--- config.mk ---
export PLATFORM = sky130hd
export DESIGN_NAME = pipeline_controller
export DESIGN_NICKNAME = d
export VERILOG_FILES = /design/src/rtl/pipeline_controller_pkg.sv /design/src/rtl/hazard_detect.sv /design/src/rtl/pipeline_controller.sv
export SDC_FILE = /design/constraint.sdc
export NUM_CORES = 1
export LEC_CHECK = 0
export ABC_CLOCK_PERIOD_IN_PS = 4990
export CAP_MARGIN = 10
export CORE_UTILIZATION = 51
export CTS_BUF_LIST = sky130_fd_sc_hd__clkbuf_16
export DETAILED_ROUTE_END_ITERATION = 7
export GPL_TIMING_DRIVEN = 0
export MAX_ROUTING_LAYER = met4
export PLACE_DENSITY = 0.79
export SLEW_MARGIN = 10
export SYNTH_ARGS = -nofsm -noshare
export SYNTH_HDL_FRONTEND = slang
export SYNTH_SLANG_ARGS = --single-unit
--- constraint.sdc ---
create_clock -name clk -period 4.99 [get_ports clk]
set_input_delay 0.998 -clock clk [delete_from_list [all_inputs] [get_ports clk]]
set_output_delay 0.998 -clock clk [all_outputs]
set_load 0.01 [all_outputs]
--- src/rtl/pipeline_controller_pkg.sv ---
// Shared constants for the pipeline hazard/flush controller: FSM encoding,
// load-destination code and counter widths.
package pipeline_controller_pkg;

   localparam int STATE_W = 2;

   localparam logic [1:0] ST_RUN      = 2'd0;
   localparam logic [1:0] ST_MEM_WAIT = 2'd1;
   localparam logic [1:0] ST_FLUSH2   = 2'd2;

   localparam logic [1:0] DEST_LSU_DEF = 2'b01;

   localparam int STALL_CNT_W = 32;
   localparam int FLUSH_CNT_W = 16;
   localparam int WAIT_CNT_W  = 16;

endpackage

--- src/rtl/hazard_detect.sv ---
// Load-use hazard compare between the decode-stage sources and the
// instruction currently held in ID/EX. Purely combinational.
module hazard_detect
   import pipeline_controller_pkg::*;
#(
   parameter logic [1:0] DEST_LSU = DEST_LSU_DEF
) (
   input  logic [4:0] id_rs1_addr_i,
   input  logic [4:0] id_rs2_addr_i,
   input  logic       id_rs1_used_i,
   input  logic       id_rs2_used_i,
   input  logic [4:0] ex_reg_wr_addr_i,
   input  logic       ex_reg_wr_sig_i,
   input  logic [1:0] ex_data_dest_i,
   output logic       hazard_o
);

   logic ex_is_load;
   logic rs1_match;
   logic rs2_match;

   // x0 is hard-wired zero, so a load targeting it never produces a dependency.
   assign ex_is_load = ex_reg_wr_sig_i && (ex_data_dest_i == DEST_LSU) &&
                       (ex_reg_wr_addr_i != 5'd0);
   assign rs1_match  = id_rs1_used_i && (id_rs1_addr_i == ex_reg_wr_addr_i);
   assign rs2_match  = id_rs2_used_i && (id_rs2_addr_i == ex_reg_wr_addr_i);
   assign hazard_o   = ex_is_load && (rs1_match || rs2_match);

endmodule

--- src/rtl/pipeline_controller.sv ---
// Pipeline stall/flush controller: load-use bubbles, mispredict flushes
// (two-cycle) and LSU wait holds with timeout, plus stall/flush statistics.
module pipeline_controller
   import pipeline_controller_pkg::*;
#(
   parameter int unsigned MEM_TIMEOUT = 255,
   parameter logic [1:0]  DEST_LSU    = DEST_LSU_DEF
) (
   input  logic                   clk,
   input  logic                   reset,
   input  logic [4:0]             id_rs1_addr_i,
   input  logic [4:0]             id_rs2_addr_i,
   input  logic                   id_rs1_used_i,
   input  logic                   id_rs2_used_i,
   input  logic [4:0]             ex_reg_wr_addr_i,
   input  logic                   ex_reg_wr_sig_i,
   input  logic [1:0]             ex_data_dest_i,
   input  logic                   ex_br_mispred_i,
   input  logic                   mem_req_i,
   input  logic                   mem_ack_i,
   output logic                   pc_stall_o,
   output logic                   if_id_stall_o,
   output logic                   if_id_flush_o,
   output logic                   id_ex_stall_o,
   output logic                   id_ex_flush_o,
   output logic                   ex_mem_hold_o,
   output logic [STALL_CNT_W-1:0] stall_cnt_o,
   output logic [FLUSH_CNT_W-1:0] flush_cnt_o,
   output logic                   mem_timeout_o
);

   localparam logic [WAIT_CNT_W-1:0] TIMEOUT_C = WAIT_CNT_W'(MEM_TIMEOUT);

   logic [STATE_W-1:0]     state_q, state_d;
   logic                   pending_q, pending_d;
   logic [WAIT_CNT_W-1:0]  wait_cnt_q, wait_cnt_d;
   logic [STALL_CNT_W-1:0] stall_cnt_q, stall_cnt_d;
   logic [FLUSH_CNT_W-1:0] flush_cnt_q, flush_cnt_d;
   logic                   timeout_q, timeout_d;

   logic hazard, mem_enter, flush_req, timeout_hit;
   logic pc_stall, if_id_stall, if_id_flush, id_ex_stall, id_ex_flush, ex_mem_hold;

   hazard_detect #(
      .DEST_LSU (DEST_LSU)
   ) u_hazard (
      .id_rs1_addr_i    (id_rs1_addr_i),
      .id_rs2_addr_i    (id_rs2_addr_i),
      .id_rs1_used_i    (id_rs1_used_i),
      .id_rs2_used_i    (id_rs2_used_i),
      .ex_reg_wr_addr_i (ex_reg_wr_addr_i),
      .ex_reg_wr_sig_i  (ex_reg_wr_sig_i),
      .ex_data_dest_i   (ex_data_dest_i),
      .hazard_o         (hazard)
   );

   assign mem_enter   = mem_req_i && !mem_ack_i;
   assign flush_req   = ex_br_mispred_i || pending_q;
   assign timeout_hit = (wait_cnt_q + 1'b1) == TIMEOUT_C;

   always_comb begin
      state_d     = state_q;
      pending_d   = pending_q;
      wait_cnt_d  = wait_cnt_q;
      timeout_d   = timeout_q;
      pc_stall    = 1'b0;
      if_id_stall = 1'b0;
      if_id_flush = 1'b0;
      id_ex_stall = 1'b0;
      id_ex_flush = 1'b0;
      ex_mem_hold = 1'b0;
      case (state_q)
         ST_RUN: begin
            // A mispredict seen while entering the wait is deferred, not dropped.
            if (mem_enter) begin
               state_d    = ST_MEM_WAIT;
               pending_d  = pending_q || ex_br_mispred_i;
               wait_cnt_d = '0;
            end else if (flush_req) begin
               if_id_flush = 1'b1;
               id_ex_flush = 1'b1;
               pending_d   = 1'b0;
               state_d     = ST_FLUSH2;
            end else if (hazard) begin
               pc_stall    = 1'b1;
               if_id_stall = 1'b1;
               id_ex_stall = 1'b1;
            end
         end
         ST_MEM_WAIT: begin
            pc_stall    = 1'b1;
            if_id_stall = 1'b1;
            id_ex_stall = 1'b1;
            ex_mem_hold = 1'b1;
            wait_cnt_d  = wait_cnt_q + 1'b1;
            if (mem_ack_i) begin
               state_d    = ST_RUN;
               wait_cnt_d = '0;
            end else if (timeout_hit) begin
               state_d    = ST_RUN;
               wait_cnt_d = '0;
               timeout_d  = 1'b1;
            end
         end
         ST_FLUSH2: begin
            if_id_flush = 1'b1;
            state_d     = ST_RUN;
         end
         default: state_d = ST_RUN;
      endcase
   end

   // Outputs are forced low while reset is held, independent of the inputs.
   assign pc_stall_o    = pc_stall    && !reset;
   assign if_id_stall_o = if_id_stall && !reset;
   assign if_id_flush_o = if_id_flush && !reset;
   assign id_ex_stall_o = id_ex_stall && !reset;
   assign id_ex_flush_o = id_ex_flush && !reset;
   assign ex_mem_hold_o = ex_mem_hold && !reset;

   assign stall_cnt_d = (pc_stall_o && (stall_cnt_q != '1)) ? stall_cnt_q + 1'b1 : stall_cnt_q;
   assign flush_cnt_d = (id_ex_flush_o && (flush_cnt_q != '1)) ? flush_cnt_q + 1'b1 : flush_cnt_q;

   always_ff @(posedge clk or posedge reset) begin
      if (reset) begin
         state_q     <= ST_RUN;
         pending_q   <= 1'b0;
         wait_cnt_q  <= '0;
         stall_cnt_q <= '0;
         flush_cnt_q <= '0;
         timeout_q   <= 1'b0;
      end else begin
         state_q     <= state_d;
         pending_q   <= pending_d;
         wait_cnt_q  <= wait_cnt_d;
         stall_cnt_q <= stall_cnt_d;
         flush_cnt_q <= flush_cnt_d;
         timeout_q   <= timeout_d;
      end
   end

   assign stall_cnt_o   = stall_cnt_q;
   assign flush_cnt_o   = flush_cnt_q;
   assign mem_timeout_o = timeout_q;

endmodule
==> results list <==
- Maximum clock frequency: 239 MHz
- Pin placement for this block handled 80 I/O pins.
* Die X: 86.2 um
- In the finished design, the share of the clock period the worst path needs comes to 83.9%.
- Number of library cell types mapped by synthesis: 50
- PwrDens: 322 nW/um^2
- After clock tree synthesis, the flow added hold-fix buffers numbering 0.
- CTS Buffer Depth: 2
* Switching power: 402 uW
- The clock reaches the later pin of the worst-skew pair after 330 ps.
- Series of cell instances along the critical path: clkdlybuf4s50_1 -> inv_4 -> and4_1 -> a41o_1 -> buf_4 -> clkdlybuf4s50_1
* First-pass GRT wire length: 13,900 um
- After detailed routing, the average wire length per cell comes to 14.7 um.
* Routability-driven placement congestion ratio: 0.860
* Fraction of power consumed by sequential logic: 41.7%
- At the pin with the least slew margin, the transition time is 853 ps.
- Pins over their slew limit: 0
- Among all flip-flop cells after synthesis, the most frequent one is dfrtp_1.
* Grt total ovfl: 0
* CP dominant cell by count: clkdlybuf4s50_1
- Of the total power, the share spent switching nets is 25.7%.
- Proportion of synthesized chip area in sequential cells: 47.1%
- Including well taps, the total number of placed cells is 546.
- Number of diodes: 0
* Post-Synthesis Net Count: 399
- Timing analysis after detailed placement gives a worst setup slack of 804 ps.
- The via count of the first global-routing pass is 2,937.
* Number of cell rows: 30
* Post-synthesis cell count: 370
- Post-synth top cells: 68 x dfrtp_1, 53 x xnor2_1, 40 x nand2_1
- The count of nets left with antenna violations once routing finished came out at 0.
* Netlist area before placement: 3610 sq um
- Crit path required time: 3990 ps
- Top cells by area in the synthesized netlist: dfrtp_1 47%, xnor2_1 13%, nand2_1 4.2%
- The analysis attributes to cell leakage a power of 2.03 nW.
- By startpoint and endpoint, the worst setup path is classified as in -> out.
- Fraction of final layout cells sized beyond drive strength 1: 6.44%
* Maximum number of pins on one net before global-route repair: 38
- Most numerous cell in the Yosys netlist: dfrtp_1
- Total number of clock tree sinks: 68
- The worst pin sits at a relative slew slack of 42.6%.
* H-Tree Level Count: 3
- Hold violation total from the final report: 0
- Clock-pin slew of the registers on the worst-case setup and hold paths: 50 ps
- At the worst endpoint, the arrival time is 3190 ps.
- Yosys Warn Count: 0
* Number of gates resized after cts: 0
- Initial antenna violation count: 0
* Critical-path cell with the highest stage delay: clkdlybuf4s50_1
* Floorplan die area: 7420 sq um
- STA classifies the critical path startpoint as an input port.
* Buffer type at the clock tree root: clkbuf_16
- Total setup violations reported at the end of the flow: 0
- Across all hold checks on the routed design, the worst slack comes to 476 ps.
- Post-CTS timing repair inserted 0 buffers for setup.
- Net total in the final layout: 490
- Counting the buffers created by CTS gives 9.
- Count of port buffers added during placement: 79
- Post-synthesis cell type with the largest combined area: dfrtp_1
- After the flow finishes, the layout carries non-filler instances totaling 562.
- Global routing used 25.0% of the available tracks across all layers.
- The critical path contains buffers and inverters numbering 4 combined.
- Across all setup checks in the final design, the least slack found is 805 ps.
- After detailed routing, the number of vias per cell comes to 5.42.
- Across the routed clock network, the largest skew measured is 8.03 ps.
- TritonCTS built the clock tree.
- Vias post-DR: 3,044
- First-pass iteration count of the detailed router: 5
- Final critical-path required period: 4180 ps
- RSZ-0062 raised after global routing: false
- Status: finished, final reports clean
- Initial cell density of the core: 52.9%
- Async SR Flop Fraction: 100%
- IR Drop Worst-Case VDD: 0.000239 V
- Yosys mapped a number of flops with a built-in enable equal to 0.
- The worst setup path is captured at a primary output.
- Relative to the synthesized area, the layout overhead comes to 34.4%.
* Combinational share of power: 16.2%
* DRC violation count after routing: 0
* Peak per-stage delay on the critical path: 520 ps
* Die height: 86.2 um
- Detailed placement finished with a half-perimeter wire length of 5750 um.
* Seq cells post-synth: 68
* Clock power share: 42.2%
- CP top delay family: buffers and inverters
- Internal power of the cells: 1.16 mW
- Initial drt markers: 172
* Syn avg cell area: 9.76 sq um
- Wires add up to 8270 um.
- The tool flagged a number of max-cap violations equal to 0.
* Maximum fanout along the worst path: 33
- The worst hold path belongs to the class reg -> reg.
* Final Power: 1.56 mW
- The share of synthesized area in the top cell type comes to 47.1%.
- Core region area: 6830 sq um
[per-stage QoR]
step | setup TNS, ps | util [%] | cell area, sq um
CTS | 0 | 71.1 | 4850
finish | 0 | 71.1 | 4850
global placement | -7240 | 66.2 | 4520
floorplan | 0 | - | 3610
detailed placement | 0 | 66.5 | 4550
global route | 0 | 71.1 | 4850
[cell usage in the layout (no fill, tap or decap), types with 3 or more instances in the layout]
cell,count
inv_1,9
and2_1,3
and4_1,6
a21oi_1,4
xnor2_1,53
nor2b_1,6
clkbuf_1,7
nor3_1,9
nand4_1,16
o21bai_1,4
nor4_1,3
or3_1,6
buf_2,5
o21ai_0,15
xor2_1,9
nand3_1,30
ha_1,4
clkdlybuf4s50_1,79
a31oi_1,3
dfrtp_1,68
nand2_1,40
nand2b_1,3
and3_1,9
clkbuf_16,9
nor2_1,23
[final timing paths]
check	from	end	slack (ps)	cells past startpoint
min in group asynchronous	reset	stall_cnt_o[3]	1130	2
hold / removal	mem_timeout_o	mem_timeout_o	480	1
setup reg to reg	wait_cnt_q[0]	wait_cnt_q[5]	2160	9
max in group asynchronous	reset	wait_cnt_q[6]	3340	3
hold reg to reg	mem_timeout_o	mem_timeout_o	480	1
setup / recovery	reset	if_id_stall_o	810	6
[power groups by stage]
stage	clock (mW)	combinational, mW	sequential [mW]
after global placement	0	0.244	0.656
after CTS	0.664	0.255	0.650
after global routing	0.696	0.277	0.659
after floorplan	0	0.111	0.663
final	0.658	0.253	0.651
after detailed placement	0	0.252	0.658
[cell families after synthesis]
kind of cell | after synthesis | synth area share (%)
simple gates | 163 | 23.7
flops | 68 | 47.1
xor+xnor | 62 | 15.0
compound gates | 47 | 8.97
buf+inv | 23 | 2.98
fa+ha+maj | 4 | 1.39
mux | 3 | 0.866
[worst reg2reg max path: stages (launching register included)]
cell,delay [ps]
dfrtp_1,470
ha_1,310
nand3_1,280
or3_1,410
o31a_1,300
a221oi_2,280
a31o_2,220
buf_6,140
nor2_1,50
a211o_1,260
[layout make-up]
cell class / count / area, sq um
Fill cell: 530 / 1980
Multi-Input combinational cell: 279 / 1800
Sequential cell: 68 / 1700
Timing Repair Buffer: 80 / 811
Clock buffer: 9 / 225
Tap cell: 96 / 120
Clock inverter: 7 / 83.8
Buffer: 15 / 77.6
Inverter: 8 / 32.5
[routing by layer]
metal,part of all wire (%),track usage [%]
met1,46,32.7
met2,50,39.0
met3,3.9,6.54
met4,0.79,6.21
met5,0,-
[sequential cells by signal, indices dropped and copies added, names as in the netlist]
name / flops
mem_timeout_o: 1
state_q: 2
wait_cnt_q: 16
flush_cnt_o: 16
pending_q: 1
stall_cnt_o: 32
(Power assumes the default switching activity.)
